## src/rtl/synchro_universal_register.sv

```systemverilog
// N-bit working register: clear, set, load, shift/rotate, up/down count with
// priority-encoded commands and registered carry/borrow and zero flags.
module synchro_universal_register #(
  parameter int unsigned    N           = 4,
  parameter logic [N-1:0]   RESET_VALUE = '0,
  parameter bit             SATURATE    = 1'b0
) (
  input  logic         CLK,
  input  logic         RESET,
  input  logic         ZEROES,
  input  logic         ONES,
  input  logic         LOAD,
  input  logic [N-1:0] D,
  input  logic         SHL,
  input  logic         SHR,
  input  logic         ROT,
  input  logic         SIN,
  input  logic         INC,
  input  logic         DEC,
  output logic [N-1:0] BUS,
  output logic         CARRY,
  output logic         ZERO
);

  typedef enum logic [2:0] {
    OP_HOLD,
    OP_CLR,
    OP_SET,
    OP_LOAD,
    OP_SHL,
    OP_SHR,
    OP_INC,
    OP_DEC
  } op_t;

  logic [N-1:0] r_bus;
  logic         r_carry;
  logic         r_zero;

  op_t          w_op;
  logic [N-1:0] w_next_bus;
  logic         w_next_carry;
  logic         w_all_ones;
  logic         w_is_zero;
  logic         w_shl_in;
  logic         w_shr_in;

  assign w_all_ones = &r_bus;
  assign w_is_zero  = ~|r_bus;
  assign w_shl_in   = ROT ? r_bus[N-1] : SIN;
  assign w_shr_in   = ROT ? r_bus[0]   : SIN;

  always_comb begin
    w_op = OP_HOLD;
    if (ZEROES)    w_op = OP_CLR;
    else if (ONES) w_op = OP_SET;
    else if (LOAD) w_op = OP_LOAD;
    else if (SHL)  w_op = OP_SHL;
    else if (SHR)  w_op = OP_SHR;
    else if (INC)  w_op = OP_INC;
    else if (DEC)  w_op = OP_DEC;
  end

  always_comb begin
    w_next_bus   = r_bus;
    w_next_carry = 1'b0;
    unique case (w_op)
      OP_CLR:  w_next_bus = '0;
      OP_SET:  w_next_bus = '1;
      OP_LOAD: w_next_bus = D;
      OP_SHL: begin
        w_next_bus   = {r_bus[N-2:0], w_shl_in};
        w_next_carry = r_bus[N-1];
      end
      OP_SHR: begin
        w_next_bus   = {w_shr_in, r_bus[N-1:1]};
        w_next_carry = r_bus[0];
      end
      // At the limit the carry/borrow is flagged; saturation keeps the old value.
      OP_INC: begin
        w_next_carry = w_all_ones;
        w_next_bus   = (w_all_ones && SATURATE) ? r_bus : r_bus + 1'b1;
      end
      OP_DEC: begin
        w_next_carry = w_is_zero;
        w_next_bus   = (w_is_zero && SATURATE) ? r_bus : r_bus - 1'b1;
      end
      default: w_next_bus = r_bus;
    endcase
  end

  always_ff @(posedge CLK or posedge RESET) begin
    if (RESET) begin
      r_bus   <= RESET_VALUE;
      r_carry <= 1'b0;
      r_zero  <= (RESET_VALUE == '0);
    end else begin
      r_bus   <= w_next_bus;
      r_carry <= w_next_carry;
      r_zero  <= (w_next_bus == '0);
    end
  end

  assign BUS   = r_bus;
  assign CARRY = r_carry;
  assign ZERO  = r_zero;

endmodule

```

## config.mk

```make
export PLATFORM = sky130hd
export DESIGN_NAME = synchro_universal_register
export DESIGN_NICKNAME = d
export VERILOG_FILES = /design/src/rtl/synchro_universal_register.sv
export SDC_FILE = /design/constraint.sdc
export NUM_CORES = 1
export LEC_CHECK = 0
export BUFFER_PORTS_ARGS = -buffer_cell sky130_fd_sc_hd__buf_4
export CAP_MARGIN = 10
export CORE_ASPECT_RATIO = 1.1
export CORE_MARGIN = 8
export CORE_UTILIZATION = 26
export CTS_CLUSTER_SIZE = 25
export DETAILED_ROUTE_END_ITERATION = 8
export SLEW_MARGIN = 20
export SYNTH_ARGS = -nofsm -noshare
export SYNTH_HDL_FRONTEND = slang
export SYNTH_SLANG_ARGS = --single-unit
```

## constraint.sdc

```tcl
create_clock -name CLK -period 3.1 [get_ports CLK]
set_input_delay 0.62 -clock CLK [delete_from_list [all_inputs] [get_ports CLK]]
set_output_delay 0.62 -clock CLK [all_outputs]
set_load 0.02 [all_outputs]
```

==> flow_summary.json <==
{
  "critPathMaxFanout": 7,
  "crit_chain": "buf_4 -> nor3_4 -> nand3_1 -> inv_1 -> ha_1 -> a31oi_1 -> a31oi_2 -> xnor2_1 -> o221a_2 -> a211oi_2 -> nor4_2",
  "fin_util_pct": 35.0,
  "vdd_drop_max_mv": 0.145,
  "vias": 653,
  "p_seq_share_pct": 36.1,
  "io_pins": 21,
  "ctsResizeCount": 0,
  "clk_pin_slew_worst_paths_ns": 0.05,
  "cp-end-kind": "register",
  "dp_slack_ns": 0.374,
  "worst_r2r_startpoint": "BUS[2]",
  "ys_ff_latch": 6,
  "final_cell_mix": "buf_4, nor2_1, dfrtp_1, inv_1",
  "port_buffers": 20,
  "skew_ns": 0.00240,
  "antenna_left": 0,
  "syn_inst": 73,
  "relSlewSlack_pct": 75.5,
  "root_buffer": "clkbuf_4",
  "placed_cells": 120,
  "core_area_um2": 2470,
  "powerDensity_nw_per_um2": 322,
  "hold_violations": 0,
  "grt_pass1_wl_mm": 2.88,
  "fp.dieH_um": 69.4,
  "die_area_um2": 4480,
  "synth_nets": 90,
  "p_sw_uw": 93.5,
  "worstPathRequired_ns": 3.26,
  "antennaDiodeCount": 0,
  "finalSetupTns_ns": 0,
  "fp.dieW_um": 64.6,
  "cts_sinks": 6,
  "tightestPinTransition_ns": 0.365,
  "status": "complete, no violations",
  "critPathTopFamily": "compound AO/OA/AOI/OAI gates",
  "avgSynthCellArea_um2": 9.24,
  "rows": 19,
  "power.share.clock_pct": 28.0,
  "syn_to_final_growth_pct": 28.2,
  "combPwrFrac_pct": 36.0,
  "rsz0062_at_grt": "no",
  "max_stage_delay_ns": 0.30,
  "drt_iter0_drc": 20,
  "final_common_cell": "buf_4",
  "cts_tree": "done",
  "grtUsageTotal_pct": 7.71,
  "worstSetupPathType": "in -> reg",
  "viasPerCell": 5.27,
  "final-max-slew-violation-count": 0,
  "cts_inserted_buffers": 3,
  "timing.rr.end": "ZERO",
  "final.period_utilization_pct": 80.6,
  "dp_hpwl_mm": 1.40,
  "drc": 0,
  "insertion_delay_ns": 0.24,
  "fin_nets": 111,
  "crit_arrival_ns": 2.66,
  "p_sw_share_pct": 33.5,
  "internal-power_uw": 185,
  "cp_num_buf_inv": 2,
  "antenna_found_initial": 0,
  "async_flop_share_pct": 100,
  "drv_cap": 0,
  "synth_flop_cell": "dfrtp_1",
  "hold_path_class": "in -> async",
  "rrSetupSlack_ns": 1.14,
  "first_pass_iters": 4,
  "worst_slack_ns": 0.601,
  "period_minus_slack_ns": 2.50,
  "place.gp.congestion": 0.827,
  "reg2regPathDepth": 7,
  "whs_ns": 0.280,
  "synth_cell_types": 46,
  "crit_slowest_cell": "nor3_4",
  "grt-ovfl-total": 0,
  "cts_max_level": 1,
  "final_layout_size_suffix_gt1_share_pct": 46.2,
  "syn_area_um2": 674,
  "crit_path_start_kind": "primary input",
  "cts.hold.buffers_added": 0,
  "wire_per_inst_um": 14.0,
  "fmax_mhz": 400,
  "grt_max_degree": 12,
  "leakage_nw": 0.373,
  "ys_seq_area_share_pct": 22.4,
  "cts_buffer_depth": 2,
  "yosys_warnings": 0,
  "post_cts_buffers": 0,
  "grt_pass1_vias": 672,
  "wl_mm": 1.74,
  "synth-edff-count": 0,
  "final_cells": 124,
  "setup_viol_count_final": 0,
  "start_util_pct": 27.3
}
## layout make-up
cell class                 instances  area (µm²)
clock buffer                       4        26.3
fill                             280        1610
inverter                           4        15.0
multi-input combinational         59         483
sequential                         6         151
tap                               31        38.8
timing repair buffer              20         150
## stage by stage
step / instance area (µm²) / total power [mW]
floorplan: 674 / 0.162
global placement: 838 / 0.201
detailed placement: 838 / 0.203
CTS: 865 / 0.283
global route: 865 / 0.296
finish: 865 / 0.279
## sequential cells by signal, indices dropped and copies added, names as in the netlist
register  count
BUS           4
CARRY         1
ZERO          1
## cells by family after synthesis
kind of cell / synth area share (%)
AND/OR/NAND/NOR: 32.1
AO/OA/AOI/OAI: 31.5
buffers and inverters: 5.94
flip-flops: 22.4
XOR/XNOR: 2.60
adder cells (fa/ha/maj): 3.71
multiplexers: 1.67
## worst max-delay path by stage
| stage | start | to | slack [ns] | cells after the start |
|---|---|---|---|---|
| final | ONES | ZERO | 0.60 | 11 |
| after global routing | ONES | ZERO | 0.51 | 11 |
| after CTS | ONES | ZERO | 0.62 | 11 |
| after detailed placement | ONES | ZERO | 0.37 | 11 |
| after global placement | ONES | ZERO | 0.40 | 11 |
| after floorplan | SHL | ZERO | 0.75 | 11 |
## synth_stat cells (2+ instances only)
cell	n	area, µm²
buf_2	2	10.0
xnor2_1	2	17.5
a211oi_1	2	15.0
a22o_1	2	17.5
ha_1	2	25.0
nor2_1	8	30.0
a22oi_1	3	22.5
nand2_1	3	11.3
a31oi_1	2	12.5
o21ai_0	3	15.0
dfrtp_1	5	125
nor3_2	2	20.0
inv_1	4	15.0
## per-layer routing
layer / routed length (µm) / global-route usage [%] / vias to the layer above
met5: 0 / 0 / -
met2: 818 / 11.1 / 34
met3: 125 / 2.42 / 2
met4: 22 / 4.61 / 0
met1: 776 / 9.69 / 303
li1: - / - / 314
## power by group through the flow
stage / registers [mW] / clock network [mW] / logic (mW)
floorplan: 0.100 / 0 / 0.0615
detailed placement: 0.102 / 0 / 0.101
global route: 0.102 / 0.0840 / 0.110
finish: 0.101 / 0.0779 / 0.100
global placement: 0.101 / 0 / 0.100
CTS: 0.101 / 0.0804 / 0.101
No activity file was read; power rests on OpenSTA's default activity.
